## config.mk

```make
export PLATFORM = sky130hd
export DESIGN_NAME = mul_arbiter
export DESIGN_NICKNAME = d
export VERILOG_FILES = /design/src/rtl/mul_arb_pkg.sv /design/src/rtl/mul_arbiter_rr.sv /design/src/rtl/mul_arbiter.sv
export SDC_FILE = /design/constraint.sdc
export NUM_CORES = 1
export LEC_CHECK = 0
export ABC_AREA = 1
export CAP_MARGIN = 10
export CORE_AREA = 2 2 89 91
export DETAILED_ROUTE_END_ITERATION = 6
export DIE_AREA = 0 0 91 93
export GPL_TIMING_DRIVEN = 0
export PLACE_DENSITY_LB_ADDON = 0.12
export SLEW_MARGIN = 20
export SYNTH_ARGS = -nofsm -noshare
export SYNTH_HDL_FRONTEND = slang
export SYNTH_HIERARCHICAL = 1
export SYNTH_SLANG_ARGS = --single-unit
```

## constraint.sdc

```tcl
create_clock -name clock -period 3.1 [get_ports clock]
set_input_delay 0.775 -clock clock [delete_from_list [all_inputs] [get_ports clock]]
set_output_delay 0.775 -clock clock [all_outputs]
set_load 0.05 [all_outputs]
```

## src/rtl/mul_arb_pkg.sv

```systemverilog
// Shared types and constants for the mul_arbiter slice.
// Optional statistics counters are enabled by defining MUL_ARB_STATS_EN.
package mul_arb_pkg;

    localparam int DEF_WIDTH       = 8;
    localparam int DEF_MUL_LATENCY = 1;

    // Tag id is sized for the largest supported requester count (16).
    localparam int TAG_ID_W = 4;

    typedef struct packed {
        logic                valid;
        logic [TAG_ID_W-1:0] id;
    } tag_t;

    function automatic int id_w(input int num_req);
        return (num_req > 1) ? $clog2(num_req) : 1;
    endfunction

endpackage

```

## src/rtl/mul_arbiter_rr.sv

```systemverilog
// Round-robin arbiter: one-hot grant to the first request strictly after the
// pointer; the pointer moves to the granted index when advance is high.
module rr_arbiter
    import mul_arb_pkg::*;
#(
    parameter int NUM_REQ = 4,
    parameter int ID_W    = id_w(NUM_REQ)
) (
    input  logic               clock,
    input  logic               reset,
    input  logic [NUM_REQ-1:0] req,
    input  logic               enable,
    input  logic               advance,
    output logic [NUM_REQ-1:0] grant,
    output logic [ID_W-1:0]    grant_idx
);

    localparam int unsigned NUM_U = NUM_REQ;

    logic [ID_W-1:0] ptr_q, ptr_d;
    logic            found;
    int unsigned     cand;
    logic [ID_W-1:0] cand_idx;

    always_comb begin
        grant     = '0;
        grant_idx = '0;
        found     = 1'b0;
        cand      = 0;
        cand_idx  = '0;
        for (int unsigned off = 1; off <= NUM_U; off++) begin
            cand     = (32'(ptr_q) + off) % NUM_U;
            cand_idx = ID_W'(cand);
            if (enable && !found && req[cand_idx]) begin
                found           = 1'b1;
                grant[cand_idx] = 1'b1;
                grant_idx       = cand_idx;
            end
        end
    end

    always_comb begin
        ptr_d = advance ? grant_idx : ptr_q;
    end

    always_ff @(posedge clock or posedge reset) begin
        if (reset) begin
            ptr_q <= ID_W'(NUM_REQ - 1);
        end else begin
            ptr_q <= ptr_d;
        end
    end

endmodule

```

## src/rtl/mul_arbiter.sv

```systemverilog
// Shares one registered multiplier among NUM_REQ requesters with round-robin
// grants and a tag pipeline routing results back. Define MUL_ARB_STATS_EN for counters.
module mul_arbiter
    import mul_arb_pkg::*;
#(
    parameter int WIDTH       = DEF_WIDTH,
    parameter int NUM_REQ     = 4,
    parameter int MUL_LATENCY = DEF_MUL_LATENCY
) (
    input  logic                       clock,
    input  logic                       reset,
    input  logic                       hold,
    input  logic [NUM_REQ-1:0]         req_valid,
    output logic [NUM_REQ-1:0]         req_ready,
    input  logic [NUM_REQ*WIDTH-1:0]   req_in0,
    input  logic [NUM_REQ*WIDTH-1:0]   req_in1,
    output logic [WIDTH-1:0]           mul_in0,
    output logic [WIDTH-1:0]           mul_in1,
    input  logic [WIDTH-1:0]           mul_out,
    output logic [NUM_REQ-1:0]         resp_valid,
    output logic [WIDTH-1:0]           resp_data
`ifdef MUL_ARB_STATS_EN
    ,
    output logic [31:0]                busy_cycles,
    output logic [NUM_REQ*16-1:0]      grant_count
`endif
);

    localparam int ID_W = id_w(NUM_REQ);

    logic [NUM_REQ-1:0] grant;
    logic [ID_W-1:0]    grant_idx;
    logic               arb_en;
    logic               handshake;

    logic [WIDTH-1:0]   mul_in0_q, mul_in0_d;
    logic [WIDTH-1:0]   mul_in1_q, mul_in1_d;
    tag_t               tag_q [MUL_LATENCY];
    tag_t               tag_d [MUL_LATENCY];
    logic [NUM_REQ-1:0] resp_valid_q, resp_valid_d;

    assign arb_en = ~hold & ~reset;

    rr_arbiter #(
        .NUM_REQ (NUM_REQ),
        .ID_W    (ID_W)
    ) u_rr (
        .clock     (clock),
        .reset     (reset),
        .req       (req_valid),
        .enable    (arb_en),
        .advance   (handshake),
        .grant     (grant),
        .grant_idx (grant_idx)
    );

    assign req_ready = grant;
    assign handshake = |(req_valid & grant);

    // Operands only move on a handshake so idle cycles leave the multiplier quiet.
    always_comb begin
        mul_in0_d = mul_in0_q;
        mul_in1_d = mul_in1_q;
        if (handshake) begin
            mul_in0_d = req_in0[grant_idx*WIDTH +: WIDTH];
            mul_in1_d = req_in1[grant_idx*WIDTH +: WIDTH];
        end
    end

    always_comb begin
        for (int unsigned i = 0; i < MUL_LATENCY; i++) begin
            tag_d[i] = '0;
        end
        tag_d[0].valid = handshake;
        tag_d[0].id    = TAG_ID_W'(grant_idx);
        for (int unsigned i = 1; i < MUL_LATENCY; i++) begin
            tag_d[i] = tag_q[i-1];
        end
    end

    // The final tag lines up with the multiplier output one edge later.
    always_comb begin
        resp_valid_d = '0;
        if (tag_q[MUL_LATENCY-1].valid) begin
            resp_valid_d = NUM_REQ'(1) << tag_q[MUL_LATENCY-1].id;
        end
    end

    always_ff @(posedge clock or posedge reset) begin
        if (reset) begin
            mul_in0_q    <= '0;
            mul_in1_q    <= '0;
            resp_valid_q <= '0;
            for (int unsigned i = 0; i < MUL_LATENCY; i++) begin
                tag_q[i] <= '0;
            end
        end else begin
            mul_in0_q    <= mul_in0_d;
            mul_in1_q    <= mul_in1_d;
            resp_valid_q <= resp_valid_d;
            for (int unsigned i = 0; i < MUL_LATENCY; i++) begin
                tag_q[i] <= tag_d[i];
            end
        end
    end

    assign mul_in0    = mul_in0_q;
    assign mul_in1    = mul_in1_q;
    assign resp_valid = resp_valid_q;
    assign resp_data  = mul_out;

`ifdef MUL_ARB_STATS_EN
    logic [31:0] busy_q, busy_d;
    logic [15:0] gcnt_q [NUM_REQ];
    logic [15:0] gcnt_d [NUM_REQ];

    always_comb begin
        busy_d = busy_q;
        if (tag_q[MUL_LATENCY-1].valid && (busy_q != '1)) begin
            busy_d = busy_q + 32'd1;
        end
        grant_count = '0;
        for (int unsigned i = 0; i < NUM_REQ; i++) begin
            gcnt_d[i] = gcnt_q[i];
            if (handshake && grant[i] && (gcnt_q[i] != '1)) begin
                gcnt_d[i] = gcnt_q[i] + 16'd1;
            end
            grant_count[i*16 +: 16] = gcnt_q[i];
        end
    end

    always_ff @(posedge clock or posedge reset) begin
        if (reset) begin
            busy_q <= '0;
            for (int unsigned i = 0; i < NUM_REQ; i++) begin
                gcnt_q[i] <= '0;
            end
        end else begin
            busy_q <= busy_d;
            for (int unsigned i = 0; i < NUM_REQ; i++) begin
                gcnt_q[i] <= gcnt_d[i];
            end
        end
    end

    assign busy_cycles = busy_q;
`endif

endmodule

```

# == Yosys cells after proc, flatten, opt, wreduce, memory -nomap -nowiden ==
# Cells that the tools add are included.
# word_totals
elab_cells,71
output_inout_bits,32
reg_bits,25
input_bits,79
# classes
n_lt_le_gt_ge,8
mux,28
shifts,3
addsub,4
bitwise_logic,7
n_reduce_logical,15
# op_table
cell,n
indexed part select 32 x 6 -> 8 bit,2
2-to-1 mux 4 bit,5
"less-than comparator 2 x 3 -> 1 bit, second input constant",4
OR 4 bit,3
logical AND 1 bit,11
2-to-1 mux 1 bit,11
binary-select mux 1 bit (select 2 bit),4
demux 1 bit (select 2 bit),4
"greater-or-equal comparator 2 x 1 -> 1 bit, second input constant",4
2-to-1 mux 2 bit,4
"adder 2 x 1 -> 2 bit, second input constant",2
"adder 2 bit, second input constant",2
AND 4 bit,1
OR reduction 4 bit,1
"<< shifter 1 x 2 -> 4 bit, first input constant",1
logical NOT 1 bit,3
NOT 1 bit,2
AND 1 bit,1

# == Longest topological paths before layout ==
# logic_depth
ltp_word,19
ltp_mapped,19
depth_no_buf,18

# == By module ==
# The synthesis kept the hierarchy.
# modules_own_cells
mod,instances,area_per_inst_um2,cells_per_inst,seq_area_each_um2
mul_arbiter,1,1686.6,286,575.6
rr_arbiter,1,509.2,83,52.6

# == Worst setup path after synthesis ==
# OpenSTA, ideal clock, no wires.
# synth_timing
path_type,register -> register
start,register u_rr.ptr_q[0]
end,register u_rr.ptr_q[0]
setup_ns,0.060
n_path_buf,1
setup_slack_ns,0.111
required_time_ns,3.040
arrival_time_ns,2.928
synth_period_minus_slack_ns,2.989
stages_incl_launch_ff,20
cell_sequence,dfstp_2 -> inv_2 -> ha_1 -> inv_1 -> nand3_1 -> nand2_2 -> nand2_4 -> nor2_8 -> nand2_2 -> inv_2 -> nand2_1 -> nand4_1 -> nand2_1 -> nand2_2 -> nor2_4 -> inv_4 -> buf_6 -> inv_1 -> nand2_1 -> nand2_1
# synth_via
elab_chain_len,19
elab_cells_between_ends,58
cone_classes,add/sub (4); order compare (8); mux (27); bitwise (4); reduce/logical (15)
# synth_rtl
item,line,source
"start, declared",mul_arbiter_rr.sv:20,"logic [ID_W-1:0] ptr_q, ptr_d;"
"start signal, assigned",mul_arbiter_rr.sv:48,ptr_q <= ID_W'(NUM_REQ - 1);
"start signal, assigned",mul_arbiter_rr.sv:50,ptr_q <= ptr_d;
branches (longest 16 deep; another with less-than comparator 2 x 3 -> 1 bit),n/a,
2-to-1 mux 4 bit (*),mul_arbiter_rr.sv:34,if (enable && !found && req[cand_idx]) begin
net req_ready[3],mul_arbiter.sv:14,"output logic [NUM_REQ-1:0] req_ready,"
AND 4 bit (*),mul_arbiter.sv:58,assign handshake = |(req_valid & grant);
OR reduction 4 bit (*),mul_arbiter.sv:58,
net handshake,mul_arbiter.sv:34,logic handshake;
# Mark *: on every way through the listed nets, which the timed path passes. The select of a mux whose other input is x is not followed.
# A chain may end at the register's enable or synchronous reset.

# == Final worst setup path ==
# layout_timing
start,input req_valid[2]
end,output req_ready[3]
# layout_via
elab_chain_len,16
elab_cells_between_ends,28
cone_classes,mux (15); bitwise (3); reduce/logical (10)
# layout_rtl
item,line,source
"start, declared",mul_arbiter.sv:13,"input logic [NUM_REQ-1:0] req_valid,"
binary-select mux 1 bit (select 2 bit),mul_arbiter_rr.sv:34,
2-to-1 mux 1 bit (implied by the code),mul_arbiter_rr.sv:34,
logical AND 1 bit,mul_arbiter_rr.sv:34,
2-to-1 mux 1 bit,mul_arbiter_rr.sv:34,
logical NOT 1 bit,mul_arbiter_rr.sv:34,
logical AND 1 bit (2 in series),mul_arbiter_rr.sv:34,
2-to-1 mux 1 bit,mul_arbiter_rr.sv:34,
logical NOT 1 bit,mul_arbiter_rr.sv:34,
logical AND 1 bit (2 in series),mul_arbiter_rr.sv:34,
2-to-1 mux 1 bit,mul_arbiter_rr.sv:34,
logical NOT 1 bit,mul_arbiter_rr.sv:34,
logical AND 1 bit (2 in series),mul_arbiter_rr.sv:34,
2-to-1 mux 4 bit (*),mul_arbiter_rr.sv:34,
"end, declared",mul_arbiter.sv:14,
# Mark *: on every way between the ends. The rest lies on a longest branch, timed or not. The select of a mux whose other input is x is not followed.

==> impl_metrics.tcl <==
set metrics [dict create \
    num_vias 2545 \
    drt-met1-wl_mm 3.20 \
    synth_edf_count 0 \
    cp-startpoint "req_valid[2]" \
    reg2reg_slack_ns 0.19 \
    cap_violations 0 \
    synth-xor-area-share_pct 0 \
    wl_met2_mm 3.29 \
    highest_layer "met4" \
    wl_met3_um 322 \
    hold_viol_final 0 \
    clk_pin_slew_ns 0.09 \
    first_pass_iters 4 \
    clockBufferDepth 2 \
    fmax_mhz 328 \
    cts_max_level 1 \
    fin_ws_ns 0.0538 \
    cp_max_fo 7 \
    holdBufCountCts 0 \
    vdd_drop_max_v 0.000449 \
    synth_top_family_by_area "simple AND/OR/NAND/NOR gates" \
    synth_compound_area_share_pct 0 \
    worst_setup_path_start_kind "input port" \
    hold_path_class "register to register" \
    worst_setup_path_end_kind "primary output" \
    criticalPathCategory "input port to primary output" \
    ys_warn_count 6 \
    setup_violations 0 \
    vias_per_cell 4.33 \
    crit_arrival_ns 2.27 \
    port-buffer-count 102 \
    placed_cells 573 \
    synthTopCellsByArea "nand2_1, dfrtp_1, inv_1" \
    required_ns 2.32 \
    clock_sinks 25 \
    n_antenna_cell 0 \
    leakagePower_nw 1.98 \
    placed_cell_area_sq_mm 0.00334 \
    hold_ws_ns 0.465 \
    synth_ff_type "dfrtp_1" \
    worstReg2RegEnd "mul_in0[1]" \
    netlist_instances 369 \
    die_area_sq_mm 0.00846 \
    fin_cells 588 \
    post_drt_wl_per_cell_um 11.6 \
    dpl.hpwl_mm 5.23 \
    slew_headroom_pct 42.3 \
    fp-row-count 32 \
    min_period_ns 3.05 \
    setup.worst_path.end "req_ready[3]" \
    worst-slew-pin-transition_ns 0.865 \
    final_nets 573 \
    reg2regPathDepth 19 \
    outcome "finished, final reports clean" \
    crit_chain "clkdlybuf4s50_1, nand2_1, nand3_2, nand2_4, nand2_4, nor2_8, nand2_4, inv_4, nand2_1, nand4_1, buf_6" \
    antenna_found_initial 0 \
    async_reset_ff_share_pct 100 \
    routed_wl_mm 6.85 \
    grt_max_degree 24 \
    grt_pass1_wl_mm 11.3 \
    cts_root_buf "clkbuf_8" \
    slowest_stage "clkdlybuf4s50_1" \
    synthAdderAreaFrac_pct 3.99 \
    initial_core_util_pct 29.2 \
    core_sq_mm 0.00753 \
    slew_violations 0 \
    drc 0 \
    ys_ff_latch 25 \
    die_w_um 91 \
    syn_avg_cell_area_sq_um 5.95 \
    skew_ns 0.00467 \
    yosys.area_share.simple_pct 47.2 \
    netlist_area_sq_mm 0.00220 \
    drive_above_1_share_pct 14.2 \
    ys_types 21 \
    synth_most_common_cell "nand2_1" \
    insertion_delay_ns 0.27 \
    cts_buffers 3 \
    r2r-start "u_rr/ptr_q[1]" \
    synthTopCellsByCount "nand2_1, inv_1, nand3_1" \
    grtUsageTotal_pct 16.3 \
    routabilityCongestion 0.903 \
    area_delta_synth_final_pct 61.7 \
    grt_pass1_vias 2495 \
    rsz0062_at_grt "yes" \
    fin_crit_sh_pct 98.3 \
    syn_nets 455 \
    die_h_um 93 \
    place_ws_ns -0.603 \
    cts_tree "built" \
    max_stage_delay_ns 0.45 \
    cp_common_cell "nand2_4" \
    pin_count 111 \
    overflow 0 \
    final_area_sq_mm 0.00355 \
    synth.area.mux_share_pct 0 \
    synth_top_cell_by_area "nand2_1" \
    yosysSeqAreaShare_pct 28.6 \
    ant_nets 0 \
    drt-initial-drc-count 57 \
    p_per_area_mw_per_mm2 875 \
    synth_top_area_share_pct 28.2 \
]
## metal layers
layer / track usage, % / vias to the layer above
li1: - / 1309
met1: 20.8 / 1154
met2: 29.4 / 76
met3: 3.06 / 6
met4: 1.77 / 0
met5: 0 / -
## how the worst min path moves through the flow
stage / startpoint / endpoint / slack, ns / depth (start not counted)
finish: tag_q[1] / resp_valid[0] / 0.46 / 1
global route: tag_q[0] / resp_valid[2] / 0.49 / 1
CTS: tag_q[1] / resp_valid[0] / 0.46 / 1
detailed placement: tag_q[1] / resp_valid[0] / 0.45 / 1
global placement: tag_q[1] / resp_valid[0] / 0.45 / 1
floorplan: tag_q[1] / resp_valid[0] / 0.43 / 1
## critical path, delay by kind of cell
| kind | cells | cell delay (ns) |
|---|---|---|
| buf+inv | 3 | 0.68 |
| simple gates | 8 | 0.80 |
## sequential cells by signal, indices dropped and copies added, names as in the netlist
signal      flops
mul_in0         8
mul_in1         8
resp_valid      4
tag_q           3
u_rr/ptr_q      2
## cell families (layout without fill, tap and decap cells)
| family | count (synthesis) | in the layout |
|---|---|---|
| buffers and inverters | 100 | 217 |
| and+or+nand+nor | 237 | 237 |
| DFF | 25 | 25 |
| adders and majority gates | 7 | 7 |
## where the power goes
part | leakage [nW] | switching (mW) | internal, mW
Combinational | 1.64 | 1.52 | 0.843
Clock | 0.0217 | 0.108 | 0.0911
Sequential | 0.315 | 0.0767 | 0.470
Total | 1.98 | 1.70 | 1.40
## what timing repair did
action	4_1_cts	5_1_grt
setup endpoints to repair	4	4
pin swaps	0	3
hold endpoints to repair	0	0
buffers inserted	2	9
gates resized for setup	29	16
## cells in the final DEF (no fill, tap or decap), types with 4 or more instances in the layout
master	instances
inv_2	4
buf_2	5
inv_1	72
dfrtp_1	23
clkdlybuf4s50_1	96
nand2_2	7
ha_1	6
buf_6	5
nand3_1	44
nand4_1	5
buf_4	25
nor3_1	4
nand2_1	163
## area by class of cell
type                    count  area (sq um)
repair buffers            113          1110
clock inverters             1          7.51
multi-input cells         244          1180
inverters                  80           312
well taps                 102           128
plain buffers              20           141
clock buffers               3          41.3
fillers                   833          3980
flip-flops and latches     25           628
## stage by stage
step | util [%] | setup TNS (ns) | total power, mW
6_report | 47.2 | 0 | 3.11
5_1_grt | 47.2 | -0.176 | 3.39
4_1_cts | 45.5 | 0 | 3.01
3_5_place_dp | 44.4 | -2.38 | 2.77
3_3_place_gp | 44.4 | -2.31 | 2.76
2_1_floorplan | - | 0 | 2.10
No activity file was read; power rests on OpenSTA's default activity.
